[src/rtl/id_ex_stage_pkg.sv]
// rtl/id_ex_stage_pkg.sv - shared widths, no-op load/store codes and ID/EX FSM encoding
package id_ex_stage_pkg;
  localparam int DATA_W   = 32;
  localparam int RF_ADDR_W = 5;
  localparam int LD_TYPE_W = 3;
  localparam int ST_TYPE_W = 2;
  localparam int ALU_OP_W  = 5;

  localparam int LD_XXX = 0;
  localparam int ST_XXX = 0;

  typedef enum logic {
    S_NORMAL = 1'b0,
    S_SPLIT  = 1'b1
  } idExState_e;
endpackage

[src/rtl/id_ex_slot_reg.sv]
// rtl/id_ex_slot_reg.sv - one ID/EX issue-slot register with load, hold and bubble controls
import id_ex_stage_pkg::*;

module id_ex_slot_reg #(
  parameter int DATA_WIDTH    = DATA_W,
  parameter int RF_ADDR_WIDTH = RF_ADDR_W,
  parameter int LD_TYPE_WIDTH = LD_TYPE_W,
  parameter int ST_TYPE_WIDTH = ST_TYPE_W,
  parameter int ALU_OP_WIDTH  = ALU_OP_W
) (
  input  logic                     clk,
  input  logic                     rst,
  input  logic                     load,
  input  logic                     bubble,
  input  logic                     dValid,
  input  logic [DATA_WIDTH-1:0]    dPc,
  input  logic [RF_ADDR_WIDTH-1:0] dRdAddr,
  input  logic                     dWbRdEn,
  input  logic [LD_TYPE_WIDTH-1:0] dLdType,
  input  logic [ST_TYPE_WIDTH-1:0] dStType,
  input  logic [ALU_OP_WIDTH-1:0]  dAluOp,
  input  logic [DATA_WIDTH-1:0]    dImm,
  input  logic [DATA_WIDTH-1:0]    dRs1Data,
  input  logic [DATA_WIDTH-1:0]    dRs2Data,
  output logic                     qValid,
  output logic [DATA_WIDTH-1:0]    qPc,
  output logic [RF_ADDR_WIDTH-1:0] qRdAddr,
  output logic                     qWbRdEn,
  output logic [LD_TYPE_WIDTH-1:0] qLdType,
  output logic [ST_TYPE_WIDTH-1:0] qStType,
  output logic [ALU_OP_WIDTH-1:0]  qAluOp,
  output logic [DATA_WIDTH-1:0]    qImm,
  output logic [DATA_WIDTH-1:0]    qRs1Data,
  output logic [DATA_WIDTH-1:0]    qRs2Data
);
  // An invalid decode slot is loaded as a bubble so stale fields never reach execute.
  always_ff @(posedge clk) begin
    if (rst || bubble || (load && !dValid)) begin
      qValid   <= 1'b0;
      qPc      <= '0;
      qRdAddr  <= '0;
      qWbRdEn  <= 1'b0;
      qLdType  <= LD_TYPE_WIDTH'(LD_XXX);
      qStType  <= ST_TYPE_WIDTH'(ST_XXX);
      qAluOp   <= '0;
      qImm     <= '0;
      qRs1Data <= '0;
      qRs2Data <= '0;
    end else if (load) begin
      qValid   <= 1'b1;
      qPc      <= dPc;
      qRdAddr  <= dRdAddr;
      qWbRdEn  <= dWbRdEn;
      qLdType  <= dLdType;
      qStType  <= dStType;
      qAluOp   <= dAluOp;
      qImm     <= dImm;
      qRs1Data <= dRs1Data;
      qRs2Data <= dRs2Data;
    end
  end
endmodule

[src/rtl/id_ex_stage.sv]
// rtl/id_ex_stage.sv - dual-issue ID/EX stage with stall bubbles, flush squash and bundle split
import id_ex_stage_pkg::*;

module id_ex_stage #(
  parameter int DATA_WIDTH    = DATA_W,
  parameter int RF_ADDR_WIDTH = RF_ADDR_W,
  parameter int LD_TYPE_WIDTH = LD_TYPE_W,
  parameter int ST_TYPE_WIDTH = ST_TYPE_W,
  parameter int ALU_OP_WIDTH  = ALU_OP_W
) (
  input  logic                     clk,
  input  logic                     rst,
  input  logic                     Decode_Valid_0,
  input  logic [DATA_WIDTH-1:0]    Decode_Pc_0,
  input  logic [RF_ADDR_WIDTH-1:0] Decode_Rs1Addr_0,
  input  logic [RF_ADDR_WIDTH-1:0] Decode_Rs2Addr_0,
  input  logic [RF_ADDR_WIDTH-1:0] Decode_RdAddr_0,
  input  logic                     Decode_WbRdEn_0,
  input  logic [LD_TYPE_WIDTH-1:0] Decode_LdType_0,
  input  logic [ST_TYPE_WIDTH-1:0] Decode_StType_0,
  input  logic [ALU_OP_WIDTH-1:0]  Decode_AluOp_0,
  input  logic [DATA_WIDTH-1:0]    Decode_Imm_0,
  input  logic [DATA_WIDTH-1:0]    DecodeHazard_Rs1Data_0,
  input  logic [DATA_WIDTH-1:0]    DecodeHazard_Rs2Data_0,
  input  logic                     Decode_Valid_1,
  input  logic [DATA_WIDTH-1:0]    Decode_Pc_1,
  input  logic [RF_ADDR_WIDTH-1:0] Decode_Rs1Addr_1,
  input  logic [RF_ADDR_WIDTH-1:0] Decode_Rs2Addr_1,
  input  logic [RF_ADDR_WIDTH-1:0] Decode_RdAddr_1,
  input  logic                     Decode_WbRdEn_1,
  input  logic [LD_TYPE_WIDTH-1:0] Decode_LdType_1,
  input  logic [ST_TYPE_WIDTH-1:0] Decode_StType_1,
  input  logic [ALU_OP_WIDTH-1:0]  Decode_AluOp_1,
  input  logic [DATA_WIDTH-1:0]    Decode_Imm_1,
  input  logic [DATA_WIDTH-1:0]    DecodeHazard_Rs1Data_1,
  input  logic [DATA_WIDTH-1:0]    DecodeHazard_Rs2Data_1,
  input  logic                     DecodeHazard_StallReq,
  input  logic                     Ex_StallReq,
  input  logic                     Ex_Flush,
  output logic                     IDEX_Valid_0,
  output logic [DATA_WIDTH-1:0]    IDEX_Pc_0,
  output logic [RF_ADDR_WIDTH-1:0] IDEX_RdAddr_0,
  output logic                     IDEX_WbRdEn_0,
  output logic [LD_TYPE_WIDTH-1:0] IDEX_LdType_0,
  output logic [ST_TYPE_WIDTH-1:0] IDEX_StType_0,
  output logic [ALU_OP_WIDTH-1:0]  IDEX_AluOp_0,
  output logic [DATA_WIDTH-1:0]    IDEX_Imm_0,
  output logic [DATA_WIDTH-1:0]    IDEX_Rs1Data_0,
  output logic [DATA_WIDTH-1:0]    IDEX_Rs2Data_0,
  output logic                     IDEX_Valid_1,
  output logic [DATA_WIDTH-1:0]    IDEX_Pc_1,
  output logic [RF_ADDR_WIDTH-1:0] IDEX_RdAddr_1,
  output logic                     IDEX_WbRdEn_1,
  output logic [LD_TYPE_WIDTH-1:0] IDEX_LdType_1,
  output logic [ST_TYPE_WIDTH-1:0] IDEX_StType_1,
  output logic [ALU_OP_WIDTH-1:0]  IDEX_AluOp_1,
  output logic [DATA_WIDTH-1:0]    IDEX_Imm_1,
  output logic [DATA_WIDTH-1:0]    IDEX_Rs1Data_1,
  output logic [DATA_WIDTH-1:0]    IDEX_Rs2Data_1,
  output logic                     IdEx_HoldIfId,
  output logic [31:0]              IdEx_BubbleCnt
);
  idExState_e state, nextState;
  logic load0, load1, bubble0, bubble1, holdIfId, cntInc;
  logic isMem0, isMem1, rawDep, pairHaz;
  logic unusedSlot0Rs;

  // Slot 0 source registers only matter to the upstream hazard logic.
  assign unusedSlot0Rs = ^{Decode_Rs1Addr_0, Decode_Rs2Addr_0};

  assign isMem0 = (Decode_LdType_0 != LD_TYPE_WIDTH'(LD_XXX)) || (Decode_StType_0 != ST_TYPE_WIDTH'(ST_XXX));
  assign isMem1 = (Decode_LdType_1 != LD_TYPE_WIDTH'(LD_XXX)) || (Decode_StType_1 != ST_TYPE_WIDTH'(ST_XXX));
  assign rawDep = Decode_WbRdEn_0 && (Decode_RdAddr_0 != '0) &&
                  ((Decode_RdAddr_0 == Decode_Rs1Addr_1) || (Decode_RdAddr_0 == Decode_Rs2Addr_1));
  assign pairHaz = Decode_Valid_0 && Decode_Valid_1 && (rawDep || (isMem0 && isMem1));

  always_ff @(posedge clk) begin
    if (rst) begin
      state          <= S_NORMAL;
      IdEx_BubbleCnt <= '0;
    end else begin
      state <= nextState;
      if (cntInc) IdEx_BubbleCnt <= IdEx_BubbleCnt + 32'd1;
    end
  end

  always_comb begin
    nextState = state;
    load0     = 1'b0;
    load1     = 1'b0;
    bubble0   = 1'b0;
    bubble1   = 1'b0;
    holdIfId  = 1'b0;
    cntInc    = 1'b0;
    if (rst) begin
      nextState = S_NORMAL;
    end else if (Ex_Flush) begin
      bubble0   = 1'b1;
      bubble1   = 1'b1;
      nextState = S_NORMAL;
    end else if (Ex_StallReq) begin
      holdIfId = 1'b1;
    end else if (DecodeHazard_StallReq) begin
      bubble0  = 1'b1;
      bubble1  = 1'b1;
      holdIfId = 1'b1;
      cntInc   = 1'b1;
    end else if (state == S_NORMAL) begin
      load0 = 1'b1;
      if (pairHaz) begin
        bubble1   = 1'b1;
        holdIfId  = 1'b1;
        cntInc    = 1'b1;
        nextState = S_SPLIT;
      end else begin
        load1 = 1'b1;
      end
    end else begin
      // Second half of a split: slot 1 takes the freshly re-forwarded decode operands.
      bubble0   = 1'b1;
      load1     = 1'b1;
      cntInc    = 1'b1;
      nextState = S_NORMAL;
    end
  end

  assign IdEx_HoldIfId = holdIfId;

  id_ex_slot_reg #(
    .DATA_WIDTH(DATA_WIDTH), .RF_ADDR_WIDTH(RF_ADDR_WIDTH), .LD_TYPE_WIDTH(LD_TYPE_WIDTH),
    .ST_TYPE_WIDTH(ST_TYPE_WIDTH), .ALU_OP_WIDTH(ALU_OP_WIDTH)
  ) slot0 (
    .clk(clk), .rst(rst), .load(load0), .bubble(bubble0),
    .dValid(Decode_Valid_0), .dPc(Decode_Pc_0), .dRdAddr(Decode_RdAddr_0), .dWbRdEn(Decode_WbRdEn_0),
    .dLdType(Decode_LdType_0), .dStType(Decode_StType_0), .dAluOp(Decode_AluOp_0), .dImm(Decode_Imm_0),
    .dRs1Data(DecodeHazard_Rs1Data_0), .dRs2Data(DecodeHazard_Rs2Data_0),
    .qValid(IDEX_Valid_0), .qPc(IDEX_Pc_0), .qRdAddr(IDEX_RdAddr_0), .qWbRdEn(IDEX_WbRdEn_0),
    .qLdType(IDEX_LdType_0), .qStType(IDEX_StType_0), .qAluOp(IDEX_AluOp_0), .qImm(IDEX_Imm_0),
    .qRs1Data(IDEX_Rs1Data_0), .qRs2Data(IDEX_Rs2Data_0)
  );

  id_ex_slot_reg #(
    .DATA_WIDTH(DATA_WIDTH), .RF_ADDR_WIDTH(RF_ADDR_WIDTH), .LD_TYPE_WIDTH(LD_TYPE_WIDTH),
    .ST_TYPE_WIDTH(ST_TYPE_WIDTH), .ALU_OP_WIDTH(ALU_OP_WIDTH)
  ) slot1 (
    .clk(clk), .rst(rst), .load(load1), .bubble(bubble1),
    .dValid(Decode_Valid_1), .dPc(Decode_Pc_1), .dRdAddr(Decode_RdAddr_1), .dWbRdEn(Decode_WbRdEn_1),
    .dLdType(Decode_LdType_1), .dStType(Decode_StType_1), .dAluOp(Decode_AluOp_1), .dImm(Decode_Imm_1),
    .dRs1Data(DecodeHazard_Rs1Data_1), .dRs2Data(DecodeHazard_Rs2Data_1),
    .qValid(IDEX_Valid_1), .qPc(IDEX_Pc_1), .qRdAddr(IDEX_RdAddr_1), .qWbRdEn(IDEX_WbRdEn_1),
    .qLdType(IDEX_LdType_1), .qStType(IDEX_StType_1), .qAluOp(IDEX_AluOp_1), .qImm(IDEX_Imm_1),
    .qRs1Data(IDEX_Rs1Data_1), .qRs2Data(IDEX_Rs2Data_1)
  );
endmodule

[config.mk]
export PLATFORM = sky130hd
export DESIGN_NAME = id_ex_stage
export DESIGN_NICKNAME = d
export VERILOG_FILES = /design/src/rtl/id_ex_stage_pkg.sv /design/src/rtl/id_ex_slot_reg.sv /design/src/rtl/id_ex_stage.sv
export SDC_FILE = /design/constraint.sdc
export NUM_CORES = 1
export LEC_CHECK = 0
export ABC_AREA = 0
export CAP_MARGIN = 25
export CORE_AREA = 4 4 248 250
export CTS_CLUSTER_DIAMETER = 100
export CTS_CLUSTER_SIZE = 10
export DETAILED_ROUTE_END_ITERATION = 16
export DIE_AREA = 0 0 252 254
export GPL_ROUTABILITY_DRIVEN = 0
export SYNTH_ARGS = -nofsm -noshare
export SYNTH_HDL_FRONTEND = slang
export SYNTH_SLANG_ARGS = --single-unit
[constraint.sdc]
create_clock -name clk -period 3.98 [get_ports clk]
set_input_delay 1.194 -clock clk [delete_from_list [all_inputs] [get_ports clk]]
set_output_delay 1.194 -clock clk [all_outputs]
set_load 0.005 [all_outputs]
=== Yosys cells after proc, flatten, opt, wreduce, memory -nomap -nowiden ===
Index checks and enable logic that the tools add are counted.

* $add $sub $neg: 1
* Multipliers: 0
* Div/mod/pow operators: 0
* Magnitude comparators: 0
* Eq/ne operators: 2
* Shifts and indexed selects: 0
* Mux-type cells: 30
* Bitwise logic cells: 2
* Reductions and logical operators: 24

{| class="wikitable"
|+ Operators with widths
! kind !! count
|-
| adder 32 x 1 -> 32 bit, second input constant || 1
|-
| 2-to-1 mux 1 bit || 30
|-
| equality test 5 bit || 2
|-
| logical OR 1 bit || 8
|-
| logical AND 1 bit || 7
|-
| nonzero test 3 bit || 2
|-
| nonzero test 5 bit || 1
|-
| nonzero test 2 bit || 2
|-
| logical NOT 1 bit || 2
|-
| NOT 1 bit || 2
|-
| AND reduction 2 bit || 1
|-
| OR reduction 2 bit || 1
|}

* Flip-flop bits (word level): 323
* Bits in latches: 0
* Bits in writable memories: 0
* Bits in read-only memories: 0
* Input bits: 315
* Output and inout bits: 323
* Word-level logic and storage cells: 81
* Memories: 0

=== Logic depth before layout (Yosys ltp) ===
* Depth after elaboration: 13
* Mapped depth: 9
* Mapped depth without buffers: 7

=== Hierarchy ===
From an unflattened synthesis, not the netlist that was laid out.

* Cells, all modules: 1,530
* Area, all modules: 15,202.1 um^2

{| class="wikitable"
|+ Modules (own cells, without submodules)
! module !! times used !! cells each !! area an instance (um^2) !! seq. area each (um^2)
|-
| id_ex_slot_reg || 2 || 644 || 6,656.4 || 2,902.8
|-
| id_ex_stage || 1 || 242 || 1,889.3 || 660.6
|}

=== Least setup slack after synthesis ===
No wires, ideal clock.

* Path kind: in2out
* From: input Decode_StType_0[1]
* To: output IdEx_HoldIfId
* Arrival time: 2,409 ps
* Required time: 2,786 ps
* Setup slack: 377 ps
* Stages: 6
* Path buffers: 1
* Path through: or4_1 -> o22ai_1 -> o21ai_1 -> a21oi_1 -> buf_2 -> nor2_1

* Word-level cells in the longest chain between the ends: 11

{| class="wikitable"
|+ RTL lines
! element !! line !! RTL
|-
| from (decl) || id_ex_stage.sv:20 || <nowiki>input logic [ST_TYPE_WIDTH-1:0] Decode_StType_0,</nowiki>
|-
| nonzero test 2 bit || id_ex_stage.sv:71 || <nowiki>assign isMem0 = (Decode_LdType_0 != LD_TYPE_WIDTH'(LD_XXX)) || (Decode_StType_0 != ST_TYPE_WIDTH'(ST_XXX));</nowiki>
|-
| logical OR 1 bit || id_ex_stage.sv:71 ||
|-
| logical AND 1 bit || id_ex_stage.sv:75 || <nowiki>assign pairHaz = Decode_Valid_0 && Decode_Valid_1 && (rawDep || (isMem0 && isMem1));</nowiki>
|-
| logical OR 1 bit || id_ex_stage.sv:75 ||
|-
| logical AND 1 bit || id_ex_stage.sv:75 ||
|-
| 2-to-1 mux 1 bit || id_ex_stage.sv:110 || <nowiki>if (pairHaz) begin</nowiki>
|-
| 2-to-1 mux 1 bit || id_ex_stage.sv:108 || <nowiki>end else if (state == S_NORMAL) begin</nowiki>
|-
| 2-to-1 mux 1 bit || id_ex_stage.sv:103 || <nowiki>end else if (DecodeHazard_StallReq) begin</nowiki>
|-
| 2-to-1 mux 1 bit || id_ex_stage.sv:101 || <nowiki>end else if (Ex_StallReq) begin</nowiki>
|-
| 2-to-1 mux 1 bit || id_ex_stage.sv:97 || <nowiki>end else if (Ex_Flush) begin</nowiki>
|-
| 2-to-1 mux 1 bit || id_ex_stage.sv:95 || <nowiki>if (rst) begin</nowiki>
|-
| to (decl) || id_ex_stage.sv:60 || <nowiki>output logic IdEx_HoldIfId,</nowiki>
|}

No other way between the ends.

=== Worst setup path in the final report ===
* From: input Decode_LdType_0[1]
* To: output IdEx_HoldIfId

* Word-level cells in the longest chain between the ends: 11

{| class="wikitable"
|+ RTL lines
! element !! line !! RTL
|-
| from (decl) || id_ex_stage.sv:19 || <nowiki>input logic [LD_TYPE_WIDTH-1:0] Decode_LdType_0,</nowiki>
|-
| nonzero test 3 bit || id_ex_stage.sv:71 ||
|-
| logical OR 1 bit || id_ex_stage.sv:71 ||
|-
| logical AND 1 bit || id_ex_stage.sv:75 ||
|-
| logical OR 1 bit || id_ex_stage.sv:75 ||
|-
| logical AND 1 bit || id_ex_stage.sv:75 ||
|-
| 2-to-1 mux 1 bit || id_ex_stage.sv:110 ||
|-
| 2-to-1 mux 1 bit || id_ex_stage.sv:108 ||
|-
| 2-to-1 mux 1 bit || id_ex_stage.sv:103 ||
|-
| 2-to-1 mux 1 bit || id_ex_stage.sv:101 ||
|-
| 2-to-1 mux 1 bit || id_ex_stage.sv:97 ||
|-
| 2-to-1 mux 1 bit || id_ex_stage.sv:95 ||
|}

No other way between the ends.

==> impl_metrics.ini <==
[status]
status = complete, no violations

[cells_and_area]
seqCellArea_mm2 = 0.00647
final_cells = 2880
mostFrequentLayoutCell = clkdlybuf4s50_1
nNetsFinal = 2421
multiInputGateArea_mm2 = 0.00489
drive_above_1_share_pct = 5.46
fillers = 6080
diodes = 0
final_cell_mix = clkdlybuf4s50_1 (614), nand2_1 (589), dfxtp_1 (323)
area_growth_syn_to_layout_pct = 72.9

[drt]
firstDrtPassIters = 5
wl_met1_mm = 18.6
ant_nets = 0
vias = 12400
vias_per_cell = 4.31
wl_per_cell_um = 16.6
highest_layer = met5
drt-total-wl_mm = 47.7
route.met3.wl_mm = 4.47
met2RoutedLength_mm = 23.2
drc = 0
drt_iter0_markers = 416

[timing]
slew_violations = 0
setup_viol = 0
finalHoldViolCount = 0
rsz0062_at_grt = no
fin_skew_ns = 0.0156
fin_setup_tns_ns = 0
max_slew_margin_pct = 51.9
fmax_mhz = 257
post-route-period-util_pct = 97.9
tightest_slew_ns = 0.718
period_minus_slack_ns = 3.90

[yosys]
synth_compound_area_share_pct = 15.9
yosys_register_bits = 323
synth-adder-area-share_pct = 0.107
synth_top_area_share_pct = 55.3
yosysWarnings = 0
synthArstFlopShare_pct = 0
ys_types = 42
synth_edf_count = 0
syn-instance-count = 1492
ys_seq_area_share_pct = 55.3
synth_area_mm2 = 0.0117
synth_flop_cell = dfxtp_1
synth_largest_area_cell = dfxtp_1
syn_area_per_cell_um2 = 7.84
synth_xor_area_share_pct = 1.05
synthSimpleGateAreaFrac_pct = 23.7
synth_top_family_by_area = simple AND/OR/NAND/NOR gates
synthMuxAreaShare_pct = 0.0856
ys_top_cells_by_area = dfxtp_1 (55%), nand2_1 (19%), a21oi_1 (14%), clkbuf_1 (2.4%), or3_1 (1.0%)
synth_nets = 1808

[global_route]
grt_pass1_wl_mm = 71.0
antenna_found_initial = 3
first_global_vias = 12600
grt_overflow = 0
grt.total_usage_pct = 13.9
grt_max_degree = 93

[floorplanning]
die_w_um = 252
rows = 89
io_pins = 638
initial_core_util_pct = 19.8
dieArea_mm2 = 0.0640
core_area_mm2 = 0.0590
die_h_um = 254

[clocking]
tritoncts = yes
htree_levels = 2
clk_pin_slew_ns = 0.06
worstSkewPairLatency_ns = 0.53
ctsHoldBuffers = 0
cts_buffers = 38
clock-sinks = 323
max-clock-path-buffers = 3
root_buffer = clkbuf_16

[placed_design]
dpl.hpwl_mm = 36.0
dp_cells = 2836
numPortBuffers = 627

[pwr]
ir_drop_mv = 0.276
p_leak_nw = 6.55
p_per_area_mw_per_mm2 = 347
power_mw = 7.02

[setup_path]
startpoint_type = input port
arrival_ns = 2.70
path_class = in2out
crit_required_ns = 2.79
critPathTopFamily = simple AND/OR/NAND/NOR gates
critical_path.max_stage_delay_ns = 0.60
worstSetupEndpointType = output port
crit_chain = dlygate4sd2_1 -> or4_4 -> o22ai_4 -> o21ai_2 -> a21oi_4 -> nor2_4 -> buf_6
cp_num_buf_inv = 2
regToRegSetupSlack_ns = 1.43
cp_slowest_cell = or4_4
cp_max_fo = 2

[min_path]
hold_path.class = reg2reg

[flow_run]
max_cap_viol_count = 0
cells in the mapped netlist, types with 2 or more instances:
master and n:
or3_1 19, nor2_1 14, buf_2 8, or2_2 3, xnor2_1 13, nand4_1 10, nand2_1 589, or4_1 11
inv_1 9, a32oi_1 3, nand3b_1 2, nor4_1 2, nand3_1 11, o21ai_1 11, o31ai_1 9, dfxtp_1 323
and4_1 3, nor2b_1 4, a21oi_1 316, clkbuf_1 76, o21ai_0 12, buf_1 21, nor3_1 3, and3_1 2
logic make-up after synthesis:
kind of cell,after synthesis
mux,1
compound gates,359
fa+ha+maj,1
xor+xnor,14
flops,323
buf+inv,115
simple gates,679
registers in the layout, summed over array words and instances, names as in the netlist:
register,count
IdEx_BubbleCnt,32
slot0.qAluOp,5
slot0.qImm,32
slot0.qLdType,3
slot0.qPc,32
slot0.qRdAddr,5
slot0.qRs1Data,32
slot0.qRs2Data,32
slot0.qStType,2
slot0.qValid,1
slot0.qWbRdEn,1
slot1.qAluOp,5
slot1.qImm,32
slot1.qLdType,3
slot1.qPc,32
slot1.qRdAddr,5
slot1.qRs1Data,32
slot1.qRs2Data,32
slot1.qStType,2
slot1.qValid,1
slot1.qWbRdEn,1
state,1
layer usage:
layer	track usage (%)	vias to the layer above
li1	-	6113
met1	15.3	5716
met5	0	-
met4	4.49	6
met2	24.4	484
met3	5.45	80
final timing paths:
check | cells after the start | endpoint | start
setup / recovery | 7 | IdEx_HoldIfId | Decode_LdType_0[1]
setup reg to reg | 9 | slot1.qRs2Data[16] | state
hold reg to reg | 2 | slot1.qRs1Data[4] | slot1.qRs1Data[4]
hold / removal | 2 | slot1.qRs1Data[4] | slot1.qRs1Data[4]
final cells by class:
type                            count  share of cell area (%)
Timing Repair Buffer              679                    33.8
Tap cell                          773                    4.78
Clock buffer                       41                    5.07
Inverter                            9                   0.167
Sequential cell                   323                    32.0
Clock inverter                      1                  0.0433
Multi-Input combinational cell   1054                    24.2
what timing repair did:
action,in CTS,in global routing
resized for setup,23,6
buffers inserted,1,1
setup endpoints to repair,1,1
pin swaps,6,5
worst register-to-register path: cells and delay by family, from the launching register on:
| kind | cells | cell delay, ns |
|---|---|---|
| AOI/OAI and AO/OA | 2 | 0.33 |
| and+or+nand+nor | 4 | 0.46 |
| buffers and inverters | 3 | 1.29 |
| DFF | 1 | 0.40 |
power by group:
part	internal (mW)	switching (mW)	leakage [nW]
clock network	1.80	1.28	0.510
registers	3.26	0.0152	2.60
logic	0.389	0.266	3.44
metrics by stage:
stage	hold WS, ns	setup slack, ns	utilization (%)	cell area [µm²]
finish	0.450	0.0829	34.3	20200
global route	0.468	0.00222	34.3	20200
CTS	0.453	0.00437	34.2	20200
detailed placement	0.445	-0.717	32.4	19100
global placement	0.441	-0.704	32.4	19100
floorplan	0.453	0.377	-	11700
Power figures use the tool's default switching activity.
